`config.mk`:
```
export PLATFORM = sky130hd
export DESIGN_NAME = uart_tx_fifo
export DESIGN_NICKNAME = d
export VERILOG_FILES = /design/src/rtl/uart_pkg.sv /design/src/rtl/uart_tx_fifo_byte_fifo.sv /design/src/rtl/uart_tx_fifo.sv
export SDC_FILE = /design/constraint.sdc
export NUM_CORES = 1
export LEC_CHECK = 0
export ABC_AREA = 1
export CORE_UTILIZATION = 55
export DETAILED_ROUTE_END_ITERATION = 7
export GPL_ROUTABILITY_DRIVEN = 0
export GPL_TIMING_DRIVEN = 0
export PLACE_DENSITY = 0.72
export SKIP_CTS_REPAIR_TIMING = 1
export SYNTH_ARGS = -nofsm -noshare
export SYNTH_HDL_FRONTEND = slang
export SYNTH_SLANG_ARGS = --single-unit
```
`constraint.sdc`:
```
create_clock -name clk -period 2.6 [get_ports clk]
set_input_delay 0.52 -clock clk [delete_from_list [all_inputs] [get_ports clk]]
set_output_delay 0.52 -clock clk [all_outputs]
set_load 0.05 [all_outputs]
```
`src/rtl/uart_pkg.sv`:
```
// Shared definitions for the buffered UART transmitter.
//   tx_state_t     : transmitter FSM states
//   DEFAULT_CLK_HZ : default system clock frequency (iCEstick, 12 MHz)
//   DEFAULT_BAUD   : default line rate
//   calc_cpb()     : clocks per bit, integer-truncated CLK_HZ/BAUD
package uart_pkg;

    typedef enum logic [1:0] {
        IDLE  = 2'd0,
        START = 2'd1,
        DATA  = 2'd2,
        STOP  = 2'd3
    } tx_state_t;

    localparam int DEFAULT_CLK_HZ = 12000000;
    localparam int DEFAULT_BAUD   = 115200;

    function automatic int calc_cpb(input int clk_hz, input int baud);
        return clk_hz / baud;
    endfunction

endpackage

```
`src/rtl/uart_tx_fifo_byte_fifo.sv`:
```
// byte_fifo: small synchronous FIFO held in a register array.
//   clk   : clock, posedge
//   rst   : synchronous active-low reset (empties the FIFO)
//   push  : write request; ignored while full
//   din   : write data
//   pop   : read request; ignored while empty
//   dout  : head entry (valid while empty=0)
//   full  : count == DEPTH
//   empty : count == 0
//   count : occupancy, 0..DEPTH
// Full/empty are judged on the pre-edge count, so a push into a full FIFO
// is refused even if a pop frees a slot on the same edge, and an entry
// written into an empty FIFO cannot be popped on the edge that writes it.
module byte_fifo #(
    parameter int WIDTH = 8,
    parameter int DEPTH = 8
) (
    input  logic                     clk,
    input  logic                     rst,
    input  logic                     push,
    input  logic [WIDTH-1:0]         din,
    input  logic                     pop,
    output logic [WIDTH-1:0]         dout,
    output logic                     full,
    output logic                     empty,
    output logic [$clog2(DEPTH):0]   count
);

    localparam int AW = $clog2(DEPTH);

    logic [WIDTH-1:0] mem [DEPTH];
    logic [AW-1:0]    wr_ptr_reg;
    logic [AW-1:0]    rd_ptr_reg;
    logic [AW:0]      count_reg;
    logic             push_ok;
    logic             pop_ok;

    assign full    = (count_reg == (AW+1)'(DEPTH));
    assign empty   = (count_reg == '0);
    assign push_ok = push && !full;
    assign pop_ok  = pop && !empty;
    assign dout    = mem[rd_ptr_reg];
    assign count   = count_reg;

    // Storage needs no reset; validity is tracked by count_reg.
    always_ff @(posedge clk) begin
        if (push_ok) begin
            mem[wr_ptr_reg] <= din;
        end
    end

    // Pointers are AW bits wide, so increments wrap modulo DEPTH.
    always_ff @(posedge clk) begin
        if (!rst) begin
            wr_ptr_reg <= '0;
            rd_ptr_reg <= '0;
            count_reg  <= '0;
        end else begin
            if (push_ok) begin
                wr_ptr_reg <= wr_ptr_reg + 1'b1;
            end
            if (pop_ok) begin
                rd_ptr_reg <= rd_ptr_reg + 1'b1;
            end
            if (push_ok && !pop_ok) begin
                count_reg <= count_reg + 1'b1;
            end else if (pop_ok && !push_ok) begin
                count_reg <= count_reg - 1'b1;
            end
        end
    end

endmodule

```
`src/rtl/uart_tx_fifo.sv`:
```
// uart_tx_fifo: buffered 8N1 UART transmitter.
//   clk         : system clock, posedge
//   rst         : synchronous active-low reset (0 = reset)
//   tx_data_rdy : one-cycle write strobe
//   tx_data     : byte sampled when tx_data_rdy=1
//   uart_tx     : registered serial line, idle high
//   tx_busy     : FSM not idle or FIFO non-empty (registered)
//   fifo_full   : FIFO holds DEPTH bytes
//   fifo_count  : FIFO occupancy
//   overflow    : sticky, set when a strobe finds the FIFO full
// The line register follows the current FSM state, so it lags the state by
// one clock: a byte strobed at edge N is popped at N+1 and the start bit
// appears after N+2. The mandatory IDLE cycle makes frames 10*CPB+1 apart.
module uart_tx_fifo
    import uart_pkg::*;
#(
    parameter int CLK_HZ = DEFAULT_CLK_HZ,
    parameter int BAUD   = DEFAULT_BAUD,
    parameter int DEPTH  = 8
) (
    input  logic                    clk,
    input  logic                    rst,
    input  logic                    tx_data_rdy,
    input  logic [7:0]              tx_data,
    output logic                    uart_tx,
    output logic                    tx_busy,
    output logic                    fifo_full,
    output logic [$clog2(DEPTH):0]  fifo_count,
    output logic                    overflow
);

    localparam int CPB = calc_cpb(CLK_HZ, BAUD);
    localparam int BW  = (CPB > 1) ? $clog2(CPB) : 1;
    localparam logic [BW-1:0] BAUD_LAST = BW'(CPB - 1);

    tx_state_t     state_reg, state_next;
    logic [BW-1:0] baudcnt_reg, baudcnt_next;
    logic [2:0]    bitcnt_reg, bitcnt_next;
    logic [7:0]    shift_reg, shift_next;
    logic          tx_reg;
    logic          busy_reg;
    logic          overflow_reg;
    logic          line_next;
    logic          fifo_pop;
    logic          fifo_empty;
    logic [7:0]    fifo_dout;
    logic          baud_end;

    byte_fifo #(
        .WIDTH (8),
        .DEPTH (DEPTH)
    ) u_fifo (
        .clk   (clk),
        .rst   (rst),
        .push  (tx_data_rdy),
        .din   (tx_data),
        .pop   (fifo_pop),
        .dout  (fifo_dout),
        .full  (fifo_full),
        .empty (fifo_empty),
        .count (fifo_count)
    );

    assign baud_end = (baudcnt_reg == BAUD_LAST);

    always_comb begin
        state_next   = state_reg;
        baudcnt_next = baudcnt_reg;
        bitcnt_next  = bitcnt_reg;
        shift_next   = shift_reg;
        fifo_pop     = 1'b0;
        line_next    = 1'b1;
        case (state_reg)
            IDLE: begin
                line_next = 1'b1;
                if (!fifo_empty) begin
                    fifo_pop     = 1'b1;
                    shift_next   = fifo_dout;
                    baudcnt_next = '0;
                    state_next   = START;
                end
            end
            START: begin
                line_next = 1'b0;
                if (baud_end) begin
                    baudcnt_next = '0;
                    bitcnt_next  = '0;
                    state_next   = DATA;
                end else begin
                    baudcnt_next = baudcnt_reg + 1'b1;
                end
            end
            DATA: begin
                line_next = shift_reg[0];
                if (baud_end) begin
                    baudcnt_next = '0;
                    shift_next   = {1'b0, shift_reg[7:1]};
                    if (bitcnt_reg == 3'd7) begin
                        state_next = STOP;
                    end else begin
                        bitcnt_next = bitcnt_reg + 1'b1;
                    end
                end else begin
                    baudcnt_next = baudcnt_reg + 1'b1;
                end
            end
            STOP: begin
                line_next = 1'b1;
                if (baud_end) begin
                    baudcnt_next = '0;
                    state_next   = IDLE;
                end else begin
                    baudcnt_next = baudcnt_reg + 1'b1;
                end
            end
            default: begin
                state_next = IDLE;
            end
        endcase
    end

    always_ff @(posedge clk) begin
        if (!rst) begin
            state_reg    <= IDLE;
            baudcnt_reg  <= '0;
            bitcnt_reg   <= '0;
            shift_reg    <= '0;
            tx_reg       <= 1'b1;
            busy_reg     <= 1'b0;
            overflow_reg <= 1'b0;
        end else begin
            state_reg   <= state_next;
            baudcnt_reg <= baudcnt_next;
            bitcnt_reg  <= bitcnt_next;
            shift_reg   <= shift_next;
            tx_reg      <= line_next;
            // Built only from registers, so no path from tx_data_rdy.
            busy_reg    <= (state_reg != IDLE) || !fifo_empty;
            if (tx_data_rdy && fifo_full) begin
                overflow_reg <= 1'b1;
            end
        end
    end

    assign uart_tx  = tx_reg;
    assign tx_busy  = busy_reg;
    assign overflow = overflow_reg;

endmodule
```
### Word-level counts from Yosys, hierarchy flattened

Memories as Yosys holds them, arrays and structs flattened. A register that Yosys moved wholly into a read port is not among the register bits.
Cells that the tools add are included.

| storage, ports and cells | value |
|---|---|
| bits in registers | 33 |
| bits in latches | 0 |
| memory bits (writable) | 64 |
| bits in read-only memories | 0 |
| input port bits | 11 |
| word-level logic and storage cells | 75 |
| memories kept | 1 |

Memory list:

| name | depth | bits a word | rd ports | clocked after Yosys merged registers in | wr ports | RTL line | source |
|---|---|---|---|---|---|---|---|
| u_fifo.mem | 8 | 8 | 1 | 1 | 1 | uart_tx_fifo_byte_fifo.sv:31 | `logic [WIDTH-1:0] mem [DEPTH];` |

| cells by class | value |
|---|---|
| add/subtract/negate cells | 6 |
| multipliers | 0 |
| div/mod/pow operators | 0 |
| $lt $le $gt $ge | 0 |
| eq/ne operators | 12 |
| shift operators | 0 |
| muxes and demuxes | 25 |
| bitwise logic cells | 0 |
| reductions and logical operators | 21 |

Operators with widths:

| cell | count |
|---|---|
| 8-bit two-way mux | 2 |
| 8-bit case mux with 2 select lines | 1 |
| 3-bit two-way mux | 5 |
| 7-bit two-way mux | 2 |
| 7-bit case mux with 2 select lines | 1 |
| 2-bit inequality test, second input constant | 6 |
| 2-bit two-way mux | 5 |
| 3-bit by 1-bit adder with 3-bit output, second input constant | 3 |
| 4-bit two-way mux | 2 |
| 2-bit case mux with 4 select lines | 1 |
| 2-bit nonzero test | 4 |
| 7-bit by 1-bit adder with 7-bit output, second input constant | 1 |
| 7-bit == test, second input constant | 1 |
| 3-bit case mux with 2 select lines | 1 |
| 1-bit logical AND | 5 |
| 5-bit AND reduction | 1 |
| 4-bit by 1-bit adder with 4-bit output, second input constant | 1 |
| 2-bit == test, second input constant | 2 |
| 4-bit == test, second input constant | 1 |
| 1-bit zero test | 4 |
| 4-bit zero test | 1 |
| 1-bit two-way mux | 4 |
| 4-bit AND reduction | 1 |
| 4-bit by 1-bit subtractor with 4-bit output, second input constant | 1 |
| other kinds (8) | 8 |

### Longest topological paths before layout

Gate-level depths: netlist of the first run.

| logic depth | value |
|---|---|
| word-level depth | 7 |
| mapped depth | 13 |
| gate-level depth less buffers | 13 |

### By module

A second synthesis of the first run with hierarchy kept.

| unflattened totals | value |
|---|---|
| cells, all modules | 493 |
| area total of the unflattened synthesis | 4588.2 µm² |

By module, submodules not included:

| module | instances | cells an instance | area each (µm²) | sequential area each (µm²) |
|---|---|---|---|---|
| byte_fifo | 1 | 312 | 3308.2 | 2182.1 |
| uart_tx_fifo | 1 | 181 | 1280.0 | 460.4 |

### Worst setup path before layout of the first run

Ideal clock, no wire load.

| timing path | value |
|---|---|
| kind | register to register |
| start | register u_fifo.count_reg[0], in the netlist u_fifo.count[0] |
| end | register u_fifo.count_reg[3], in the netlist u_fifo.count[3] |
| setup time | 0.071 ns |
| arrival | 2.205 ns |
| required time | 2.529 ns |
| path slack | 0.325 ns |
| stages on the path, launching flop included | 14 |
| path buffers | 0 |
| clock period less this slack | 2.275 ns |
| path through | dfxtp_1 > nor2_2 > nand3_1 > nand2_1 > inv_1 > ha_1 > inv_1 > ha_1 > nand2_1 > nand2_1 > nor2_1 > xnor2_1 > nand2_1 > a21oi_1 |

| on the way | value |
|---|---|
| elaborated cells between the ends (all ways) | 17 |

RTL lines:

| what | RTL line | source |
|---|---|---|
| from (decl) | uart_tx_fifo_byte_fifo.sv:34 | `logic [AW:0] count_reg;` |
| from (signal assigned) | uart_tx_fifo_byte_fifo.sv:66 | `count_reg <= count_reg + 1'b1;` |
| from (signal assigned) | uart_tx_fifo_byte_fifo.sv:68 | `count_reg <= count_reg - 1'b1;` |
| 4-bit == test (*) | uart_tx_fifo_byte_fifo.sv:38 | `assign full = (count_reg == (AW+1)'(DEPTH));` |
| 1-bit zero test (*) | uart_tx_fifo_byte_fifo.sv:40 | `assign push_ok = push && !full;` |
| 1-bit logical AND (*) | uart_tx_fifo_byte_fifo.sv:40 |  |
| via u_fifo.push_ok | uart_tx_fifo_byte_fifo.sv:35 | `logic push_ok;` |
| 1-bit zero test | uart_tx_fifo_byte_fifo.sv:67 | `end else if (pop_ok && !push_ok) begin` |
| 1-bit logical AND | uart_tx_fifo_byte_fifo.sv:67 |  |
| 2-bit nonzero test (no source line) | - |  |

The timed path passes the listed nets; every way through them passes the cells marked *. The select of a mux whose other input is x is not followed.
A chain may end at the register's enable or synchronous reset.

### Worst setup path after layout of the first run

| timing path | value |
|---|---|
| start | register u_fifo.count_reg[0], in the netlist u_fifo.count[0] |
| end | output fifo_full |

| on the way | value |
|---|---|
| word-level cells in the longest chain between the ends | 1 |

Ends and longest elaborated chain:

| what | RTL line | source |
|---|---|---|
| 4-bit == test | uart_tx_fifo_byte_fifo.sv:38 |  |
| to (decl) | uart_tx_fifo.sv:27 | `output logic fifo_full,` |

Every way passes these cells.

==> summary.md, run 1 <==
| Metric | Value |
|---|---|
| Fin. max-slew vios | 0 |
| Unique masters post-synth | 30 |
| Total power density per cell area | approximately 1100 nW/um2 |
| IO Pins | 19 |
| Clock skew | 0.0173 ns |
| Diodes inserted | 0 |
| Worst setup margin | around 0.097 ns |
| Tcrit/Tclk final | 96.3% |
| Gr ovfl total | 0 |
| Clock buffer count from CTS | 9 |
| Crit start category | flip-flop |
| Final-layout fill cell count | 637 |
| Largest net degree at the start of global routing | 20 |
| CTS max path bufs | 2 |
| Post-synth top area share | 44.0% |
| Status | complete, no violations |
| Max Fclk | 399 MHz |
| First DRT Iteration DRCs | approximately 210 |
| Clock slew at reported path FFs | about 0.10 ns |
| Starting density of the core | between 50 and 60% |
| Routed wire length | 8.37 mm |
| Final hold vios | 0 |
| Leading area contributor after synthesis | edfxtp_1 |
| Worst setup EP type | output port |
| Leak | 1.94 nW |
| Antenna Nets Post-Route | 0 |
| RSZ-0062 raised after global routing | no |
| Ys Warns | 0 |
| Die Y-Extent | 91.1 um |
| Family with the most delay on the worst path | buffers and inverters |
| GRT Total Usage | between 20 and 25% |
| Post-synthesis cell count | 447 |
| DR pass1 iterations | 5 |
| Crit path DAT | between 1.5 and 2 ns |
| Setup TNS | 0 ns |
| Worst VDD drop | ~0.64 mV |
| Syn avg cell area | 9.76 um2 |
| First-pass GRT wire length | about 14 mm |
| Synthesis-to-layout area growth | 11.9% |
| Crit-path max cell delay | 0.80 ns |
| Synth Register Bits | 100 |
| Chip width | between 90 and 100 um |
| Post-place setup slack | 0.0495 ns |
| Sw Share | 39.7% |
| Syn_nets | ~470 |
| Register area share after synthesis | 60.6% |
| Die area | between 8000 and 9000 um2 |
| H-tree Lvls | 3 |
| CTS tree | done |
| P_int | 3.10 mW |
| Port bufs | 18 |
| Critical-path cell list | nor2_2 -> nand3_1 -> inv_1 -> clkdlybuf4s50_1 |
| Logic pwr share | 41.0% |
| Clock latency on the worst-skew pair | 0.37 ns |
| CP Class | flip-flop to output port |
| Share of cells above drive strength 1 | 9.56% |
| Vias | 3093 |
| # rows | 32 |
| Rel. slew slack | 45.3% |
| Sequential power share | 38.6% |
| Vias in the first global route | roughly 3000 |
| Clock network power share | about a fifth |
| Min Tclk post-route | 2.50 ns |
| Nets@finish | 501 |
| Main area contributors after synthesis | edfxtp_1 (44%), dfxtp_1 (17%), nand2_1 (9.8%) |
| CP bufs+invs | 2 |
| Number of flip-flops under the largest register name | 64 |
| CTS Root Cell | clkbuf_8 |
| HPWL after DPL | roughly 5.8 mm |
| CP max-delay cell | clkdlybuf4s50_1 |
| Crit-path max FO | 4 |
| Initial antenna violation count | 0 |
| # setup viols final | 0 |
| Vias per cell | 5.31 |
| Most common cell after layout, fill and taps aside | nand2_1 |
| Drt drc | 0 |
| CP required | 2.08 ns |
| WL/cell | 14.4 um |
| Switching power | approximately 2.0 mW |
| Core area | 7690 um2 |
| Hold Crit Class | flip-flop to flip-flop |
| Mapped Area | 4360 um2 |
| Max-cap viol count | 0 |
| Most frequent cells in the layout | nand2_1 (114), nand3_1 (64), edfxtp_1 (64), nor2_1 (41), dfxtp_1 (36) |
| Slew at the pin with the worst max-slew slack | 0.817 ns |
| Clock Sinks | 100 |
## cells by family (layout without fill, tap and decap cells)
logic type      count (synthesis)  count (layout)  share of synthesized area (%)
simple gates                  236             236                           24.0
flops                         100             100                           60.6
buf+inv                        51              85                           5.10
compound gates                 41              41                           5.16
fa+ha+maj                      14              14                           4.19
xor+xnor                        4               4                          0.803
mux                             1               1                          0.229
## worst register-to-register path, delay by kind of cell, from the launching register on
family / cells / cell delay, ns
buffers and inverters: 2 / 0.24
AOI/OAI and AO/OA: 1 / 0.11
DFF: 1 / 0.37
and+or+nand+nor: 7 / 0.88
adders and majority gates: 2 / 0.51
xor gates and xnor gates: 1 / 0.13
## per-stage QoR
step	area (um2)	std cells	hold slack (ns)	power, mW	util [%]
floorplan	4360	447	0.433	3.62	-
global placement	4670	567	0.439	4.05	60.8
detailed placement	4670	567	0.439	4.12	60.8
CTS	4880	583	0.455	5.16	63.5
global route	4880	583	0.490	5.52	63.5
finish	4880	583	0.452	5.13	63.5
## metal layers
| layer | track usage, % | part of all wire [%] | vias up |
|---|---|---|---|
| li1 | - | - | 1549 |
| met1 | 31.3 | 47 | 1455 |
| met2 | 35.5 | 46 | 76 |
| met3 | 2.76 | 4.8 | 13 |
| met4 | 8.99 | 1.8 | 0 |
| met5 | 0 | 0 | - |
## synthesized netlist by cell type, drive strengths merged
| cell type | n |
|---|---|
| o211a | 1 |
| clkbuf | 4 |
| a21oi | 25 |
| edfxtp | 64 |
| nor2 | 47 |
| fa | 1 |
| clkinv | 1 |
| or2 | 1 |
| ha | 13 |
| inv | 34 |
| a211oi | 1 |
| buf | 12 |
| o21ai | 12 |
| mux2i | 1 |
| a21boi | 1 |
| nand2 | 121 |
| a22oi | 1 |
| xnor2 | 2 |
| xor2 | 2 |
| dfxtp | 36 |
| nand4 | 1 |
| nand3 | 66 |
## layout make-up
class | instances | area [um2] | area share (%)
buffer | 16 | 91.3 | 1.87
clock buffer | 9 | 124 | 2.54
clock inverter | 7 | 87.6 | 1.79
inverter | 35 | 131 | 2.69
multi-input combinational | 296 | 1500 | 30.7
sequential | 100 | 2640 | 54.1
tap | 102 | 128 | 2.61
timing repair buffer | 18 | 180 | 3.69
## power by group through the flow
| stage | clock, mW | combinational, mW | sequential [mW] |
|---|---|---|---|
| floorplan | 0 | 1.49 | 2.13 |
| global placement | 0 | 2.05 | 2.01 |
| detailed placement | 0 | 2.10 | 2.02 |
| CTS | 1.07 | 2.12 | 1.98 |
| global route | 1.13 | 2.39 | 2.00 |
| finish | 1.04 | 2.11 | 1.98 |
## worst paths after layout
kind | depth (start not counted) | startpoint | slack, ns | end
worst min-delay path | 2 | overflow | 0.45 | overflow
worst min register to register | 2 | overflow | 0.45 | overflow
worst max-delay path | 4 | u_fifo.count[0] | 0.1 | fifo_full
worst max register to register | 13 | u_fifo.count[0] | 0.30 | u_fifo.count[3]
No activity file was read; power rests on OpenSTA's default activity.
==> inputs of run 2 (changes only) <==
--- a/config.mk
+++ b/config.mk
@@ -7,6 +7,7 @@
 export LEC_CHECK = 0
 export ABC_AREA = 1
 export CORE_UTILIZATION = 55
+export CTS_CLUSTER_SIZE = 14
 export DETAILED_ROUTE_END_ITERATION = 7
 export GPL_ROUTABILITY_DRIVEN = 0
 export GPL_TIMING_DRIVEN = 0
==> results of run 2 <==
Same layout as run 1: the final DEF is identical, and so are final timing and power.
